### config.mk
export PLATFORM = sky130hd
export DESIGN_NAME = aes_inv_key_scheduler
export DESIGN_NICKNAME = d
export VERILOG_FILES = /design/src/rtl/aes_inv_key_scheduler_pkg.sv /design/src/rtl/aes_inv_key_step.sv /design/src/rtl/bSbox.sv /design/src/rtl/aes_inv_key_scheduler.sv
export SDC_FILE = /design/constraint.sdc
export NUM_CORES = 2
export LEC_CHECK = 0
export CAP_MARGIN = 15
export CORE_MARGIN = 4
export CORE_UTILIZATION = 59
export CTS_BUF_LIST = sky130_fd_sc_hd__clkbuf_16
export CTS_CLUSTER_DIAMETER = 200
export DETAILED_ROUTE_END_ITERATION = 12
export PLACE_DENSITY_LB_ADDON = 0.1
export RECOVER_POWER = 50
export SETUP_SLACK_MARGIN = 0.02
export SYNTH_ARGS = -nofsm -noshare
export SYNTH_HDL_FRONTEND = slang
export SYNTH_HIERARCHICAL = 1
export SYNTH_SLANG_ARGS = --single-unit
### constraint.sdc
create_clock -name clk -period 14.78 [get_ports clk]
set_input_delay 2.217 -clock clk [delete_from_list [all_inputs] [get_ports clk]]
set_output_delay 2.217 -clock clk [all_outputs]
set_load 0.005 [all_outputs]
### src/rtl/aes_inv_key_scheduler_pkg.sv
// Shared definitions for the AES-128 inverse key scheduler: round count,
// FSM state encoding and the round-constant lookup.
package aes_inv_key_scheduler_pkg;

    localparam int AES_NR = 10;

    typedef enum logic {
        IDLE = 1'b0,
        EMIT = 1'b1
    } state_e;

    // Rcon[r] for r = 1..10; any other index yields zero.
    function automatic logic [7:0] rcon(input logic [3:0] r);
        logic [7:0] c;
        case (r)
            4'd1:    c = 8'h01;
            4'd2:    c = 8'h02;
            4'd3:    c = 8'h04;
            4'd4:    c = 8'h08;
            4'd5:    c = 8'h10;
            4'd6:    c = 8'h20;
            4'd7:    c = 8'h40;
            4'd8:    c = 8'h80;
            4'd9:    c = 8'h1b;
            4'd10:   c = 8'h36;
            default: c = 8'h00;
        endcase
        return c;
    endfunction

endpackage

### src/rtl/aes_inv_key_step.sv
// One inverse key-expansion step: derives the round r-1 key from the round r
// key. Only w0 needs the G transform, which is applied to the already
// recovered w3 of the previous round.
module aes_inv_key_step
    import aes_inv_key_scheduler_pkg::*;
(
    input  logic [0:127] rk_in,
    input  logic [3:0]   round,
    output logic [0:127] rk_out
);

    logic [0:31] w0, w1, w2, w3;
    logic [0:31] n1, n2, n3;
    logic [0:31] rot_w;
    logic [0:31] sub_w;

    assign w0 = rk_in[0:31];
    assign w1 = rk_in[32:63];
    assign w2 = rk_in[64:95];
    assign w3 = rk_in[96:127];

    assign n3 = w3 ^ w2;
    assign n2 = w2 ^ w1;
    assign n1 = w1 ^ w0;

    // RotWord: byte 0 moves to the last byte position.
    assign rot_w = {n3[8:31], n3[0:7]};

    for (genvar i = 0; i < 4; i++) begin : g_sub
        bSbox u_sbox (
            .a (rot_w[8*i +: 8]),
            .q (sub_w[8*i +: 8])
        );
    end

    // Reassemble the previous round key; Rcon lands in byte 0 of w0.
    always_comb begin
        rk_out = {w0 ^ sub_w ^ {rcon(round), 24'h000000}, n1, n2, n3};
    end

endmodule

### src/rtl/bSbox.sv
// Forward AES byte S-box: multiplicative inverse in GF(2^8) followed by the
// affine transform. Purely combinational.
module bSbox (
    input  logic [7:0] a,
    output logic [7:0] q
);

    // Multiply in GF(2^8) modulo x^8 + x^4 + x^3 + x + 1.
    function automatic logic [7:0] gf_mul(input logic [7:0] x, input logic [7:0] y);
        logic [7:0] p;
        logic [7:0] t;
        p = 8'h00;
        t = x;
        for (int i = 0; i < 8; i++) begin
            if (y[i]) p = p ^ t;
            t = {t[6:0], 1'b0} ^ (t[7] ? 8'h1b : 8'h00);
        end
        return p;
    endfunction

    // Inverse as x^254 (maps 0 to 0 as the S-box requires).
    function automatic logic [7:0] gf_inv(input logic [7:0] x);
        logic [7:0] res;
        logic [7:0] sq;
        res = 8'h01;
        sq  = x;
        for (int i = 1; i < 8; i++) begin
            sq  = gf_mul(sq, sq);
            res = gf_mul(res, sq);
        end
        return res;
    endfunction

    function automatic logic [7:0] rotl(input logic [7:0] x, input int n);
        return (x << n) | (x >> (8 - n));
    endfunction

    logic [7:0] inv;

    // Inverse then affine map with constant 0x63.
    always_comb begin
        inv = gf_inv(a);
        q   = inv ^ rotl(inv, 1) ^ rotl(inv, 2) ^ rotl(inv, 3) ^ rotl(inv, 4) ^ 8'h63;
    end

endmodule

### src/rtl/aes_inv_key_scheduler.sv
// AES-128 inverse key scheduler: loads the round-10 key and emits round keys
// 10 down to 0 over a valid/ready handshake, one per accepted transfer.
module aes_inv_key_scheduler
    import aes_inv_key_scheduler_pkg::*;
#(
    parameter int NR = AES_NR
) (
    input  logic         clk,
    input  logic         rst_n,
    input  logic         start,
    input  logic [0:127] last_key,
    input  logic         rk_ready,
    output logic         rk_valid,
    output logic [0:127] rk,
    output logic [3:0]   rk_round,
    output logic         busy,
    output logic         done
);

    state_e       state_q, state_d;
    logic [0:127] rk_q, rk_d;
    logic [3:0]   round_q, round_d;
    logic         valid_q, valid_d;
    logic         busy_q, busy_d;
    logic         done_q, done_d;
    logic [0:127] rk_prev;

    aes_inv_key_step u_step (
        .rk_in  (rk_q),
        .round  (round_q),
        .rk_out (rk_prev)
    );

    // Next-state logic: hold everything unless a load or handshake occurs.
    always_comb begin
        state_d = state_q;
        rk_d    = rk_q;
        round_d = round_q;
        valid_d = valid_q;
        busy_d  = busy_q;
        done_d  = 1'b0;
        case (state_q)
            IDLE: begin
                if (start) begin
                    rk_d    = last_key;
                    round_d = 4'(NR);
                    valid_d = 1'b1;
                    busy_d  = 1'b1;
                    state_d = EMIT;
                end
            end
            EMIT: begin
                if (valid_q && rk_ready) begin
                    if (round_q != 4'd0) begin
                        rk_d    = rk_prev;
                        round_d = round_q - 4'd1;
                    end else begin
                        valid_d = 1'b0;
                        busy_d  = 1'b0;
                        done_d  = 1'b1;
                        state_d = IDLE;
                    end
                end
            end
            default: state_d = IDLE;
        endcase
    end

    // State and key registers; reset clears all outputs immediately.
    always_ff @(posedge clk or negedge rst_n) begin
        if (!rst_n) begin
            state_q <= IDLE;
            rk_q    <= '0;
            round_q <= '0;
            valid_q <= 1'b0;
            busy_q  <= 1'b0;
            done_q  <= 1'b0;
        end else begin
            state_q <= state_d;
            rk_q    <= rk_d;
            round_q <= round_d;
            valid_q <= valid_d;
            busy_q  <= busy_d;
            done_q  <= done_d;
        end
    end

    assign rk_valid = valid_q;
    assign rk       = rk_q;
    assign rk_round = round_q;
    assign busy     = busy_q;
    assign done     = done_q;

endmodule

==> qor.csv <==
stage;metric;value;unit
run_status;status;complete, but fails checks;
run_status;failing checks;capacitance limit, slew limit;
cells_and_area;multi-input logic area;0.0674;mm2
grt;total global-route track usage;0.353;
worst_setup_path;Crit path depth;54;
die;Die ar.;0.123;mm2
worst_setup_path;critical path peak fanout;11;
cts;# hold bufs at CTS;0;
cts;CTS clock-pin slew for the worst setup and hold paths;0.09;ns
min_path;Hold Crit Class;flip-flop to flip-flop;
cts;# clock sinks;135;
cts;Max Root-Sink Buffers;2;
cells_and_area;final instance area;0.0836;mm2
place;IO Port Bufs;266;
cells_and_area;area delta synth->final;20.4;%
worst_setup_path;slowest stage delay, CP;0.53;ns
yosys;number of synthesized flops with an enable pin;0;
timing;Hold Vio Cnt, Final;0;
die;row cnt;125;
place;gp weighted congestion;1.01;
timing;Slew Limit Fails;224;
cells_and_area;Reg area;0.00338;mm2
worst_setup_path;Startpoint Class;flip-flop;
place;placed inst area;0.0767;mm2
timing;RSZ-0062 raised after global routing;true;
route;DR WL/cell;21.8;um
yosys;Synth async-reset ratio;1.00;
worst_setup_path;FF-to-FF path depth;54;
route;Vias/cell;6.29;
die;Die H;351;um
cells_and_area;post-route non-filler standard cell count;10700;
flow_run;Max Cap Viol;4;
die;# IOs;267;
worst_setup_path;Setup crit end kind;flip-flop;
grt;initial antenna violation count;6;
timing;setup ws final;0.406;ns
cts;H-tree depth;4;
place;DP Worst Slack;-0.654;ns
die;die width;351;um
cts;Root Buffer;clkbuf_16;
grt;GR Layer Usage met1;0.489;
yosys;Seq cells post-synth;135;
place;HPWL Detailed;170000;um
cells_and_area;share of layout cells above drive strength 1;0.235;
route;DRC Markers;0;
place;placed cell count;10400;
cells_and_area;Post-Route Utilization;0.717;
die;CORE AREA;0.117;mm2
timing;worst slew pin tran;6.37;ns
yosys;syn_nets;8696;
grt;GRT Max-Usage Layer;met2;
die;starting density of the core;0.596;
worst_setup_path;Slowest cell on crit path;xnor3_2;
cts;number of CTS-inserted buffers;17;
timing;crit path time final;14.37;ns
route;vias;67200;
yosys;sequential share of the synthesized area;0.0487;
route;Pre-antenna DRT Iters;8;
worst_setup_path;Crit path max-delay family;XOR/XNOR gates;
power;LEAKAGE;30.7;nW
grt;vias in the first global route;61900;
min_path;hold path depth;1;
timing;fin crit share;0.973;
worst_setup_path;r2r setup slk;0.41;ns
timing;Min Hold Slack;0.629;ns
yosys;Synth Flop Type;dfrtp_1;
yosys;synthesized area;0.0694;mm2
grt;largest net degree at the start of global routing;84;
yosys;Synth Area per Inst;8.14;um2
yosys;warnings from Yosys;6;
power;PD cells;11.5;mW/mm2
grt;M3 GR Usage;0.0562;
grt;first-pass GRT wire length;354000;um
cells_and_area;fill count;9254;
route;DRT iter0 DRCs;7355;
cells_and_area;nets;9311;
timing;Slew headroom;-3.25;
cts;worst-skew pair later-pin latency;0.52;ns
power;VDD IR max;99.7;uV
worst_setup_path;Req. time, crit path;15.17;ns
worst_setup_path;CP arrival;14.77;ns
route;WL final;233000;um
timing;Setup TNS;0;ns
grt;met2 track demand over resource;0.575;
timing;Finish-stage setup viols;0;
yosys;Cell variety after synth;119;
grt;total grt overflow;0;
worst_setup_path;crit path buf inv count;6;
cts;TritonCTS clock tree;done;
timing;Setup Skew;0.0283;ns
timing;Max Freq;69.6;MHz
power;total power;0.960;mW
route;Final ANT Viol Nets;0;
yosys;post-synthesis cell count;8530;
worst_setup_path;crit path kind;flip-flop to flip-flop;
==> synthesized netlist by cell type, types with 44 or more instances <==
cell type	n	area [um2]
a211oi_1	60	450
mux2_2	48	541
nand2b_1	96	601
a22oi_1	70	526
o21ai_1	82	410
o221a_2	127	1430
buf_6	60	676
nand4_1	56	350
nor3_1	211	1060
o31ai_1	48	360
o211ai_1	44	330
a21oi_1	309	1550
o22ai_1	108	676
xnor2_1	1403	12300
inv_1	53	199
clkbuf_1	287	1080
o21ai_0	217	1090
nand2_1	926	3480
xnor2_2	176	2860
xor2_2	48	781
and2_1	53	332
or3_1	45	282
mux2i_1	364	3640
xnor2_4	44	1210
xor2_1	481	4210
nor4_1	48	300
buf_4	51	383
nor2b_1	77	482
xor3_1	52	1240
a31oi_1	65	407
buf_2	139	696
xnor3_2	44	1050
xnor3_1	356	8020
nand3_1	186	931
nor2_1	1083	4070
buf_1	56	210
dfrtp_1	135	3380
==> layout make-up <==
type | count | share of cell area
repair buffers | 1186 | 0.118
flip-flops and latches | 135 | 0.0404
clock buffers | 17 | 0.00509
well taps | 1524 | 0.0228
diodes | 3 | 0.0000898
inverters | 90 | 0.00410
multi-input cells | 7715 | 0.807
clock inverters | 15 | 0.00238
==> cell families (layout without fill, tap and decap cells) <==
group           after synthesis  in the layout  synth area share
flops                       135            135            0.0487
xor+xnor                   2628           2631             0.465
mux                         424            424            0.0635
compound gates             1618           1618             0.171
simple gates               3003           3004             0.196
fa+ha+maj                    38             38           0.00671
other cells                   0              3                 0
buf+inv                     684           1308            0.0489
==> per-layer routing <==
metal  routed length [um]  vias to the layer above
met5                   13                        -
met1                97300                    32400
li1                     -                    31100
met3                21300                      475
met4                 6470                        2
met2               108000                     3335
==> cell usage in the layout (no fill, tap or decap), types with 65 or more instances in the layout <==
cell type / n
nand3_1: 181
nand2_1: 920
o22ai_1: 104
xor2_2: 100
xnor3_1: 291
xnor3_2: 110
buf_4: 859
a21oi_1: 294
xor2_1: 400
dfrtp_1: 135
nor3_1: 200
xnor2_1: 1245
nor2_1: 1071
nor2b_1: 73
a31oi_1: 65
clkdlybuf4s50_1: 211
o21ai_0: 210
o21ai_1: 78
xnor2_4: 114
mux2i_1: 356
o221a_2: 127
nand2b_1: 96
xnor2_2: 265
==> path summary, 6_finish.rpt <==
kind / to / from
setup / recovery: rk[28] / rk[96]
hold / removal: rk[114] / rk[114]
setup reg to reg: rk[28] / rk[96]
hold reg to reg: rk[114] / rk[114]
max in group asynchronous: rk_round[3] / rst_n
min in group asynchronous: rk[14] / rst_n
==> power breakdown <==
| part | switching (mW) | total, mW | internal (mW) |
|---|---|---|---|
| Clock | 0.224 | 0.507 | 0.283 |
| Combinational | 0.0337 | 0.0836 | 0.0499 |
| Sequential | 0.000549 | 0.370 | 0.369 |
| Total | 0.258 | 0.960 | 0.702 |
==> what timing repair did <==
item	4_1_cts	5_1_grt
endpoints found under the hold margin	0	0
setup endpoints to repair	32	32
buffers inserted	23	218
gates cloned	0	4
pin swaps	15	216
resized for setup	96	579
==> registers in the layout, indices dropped and copies added (netlist names) <==
| signal | cells |
|---|---|
| rk | 128 |
| rk_round | 4 |
| busy | 1 |
| done | 1 |
| state_q | 1 |
Note: power is estimated with default switching activity, not from simulation.
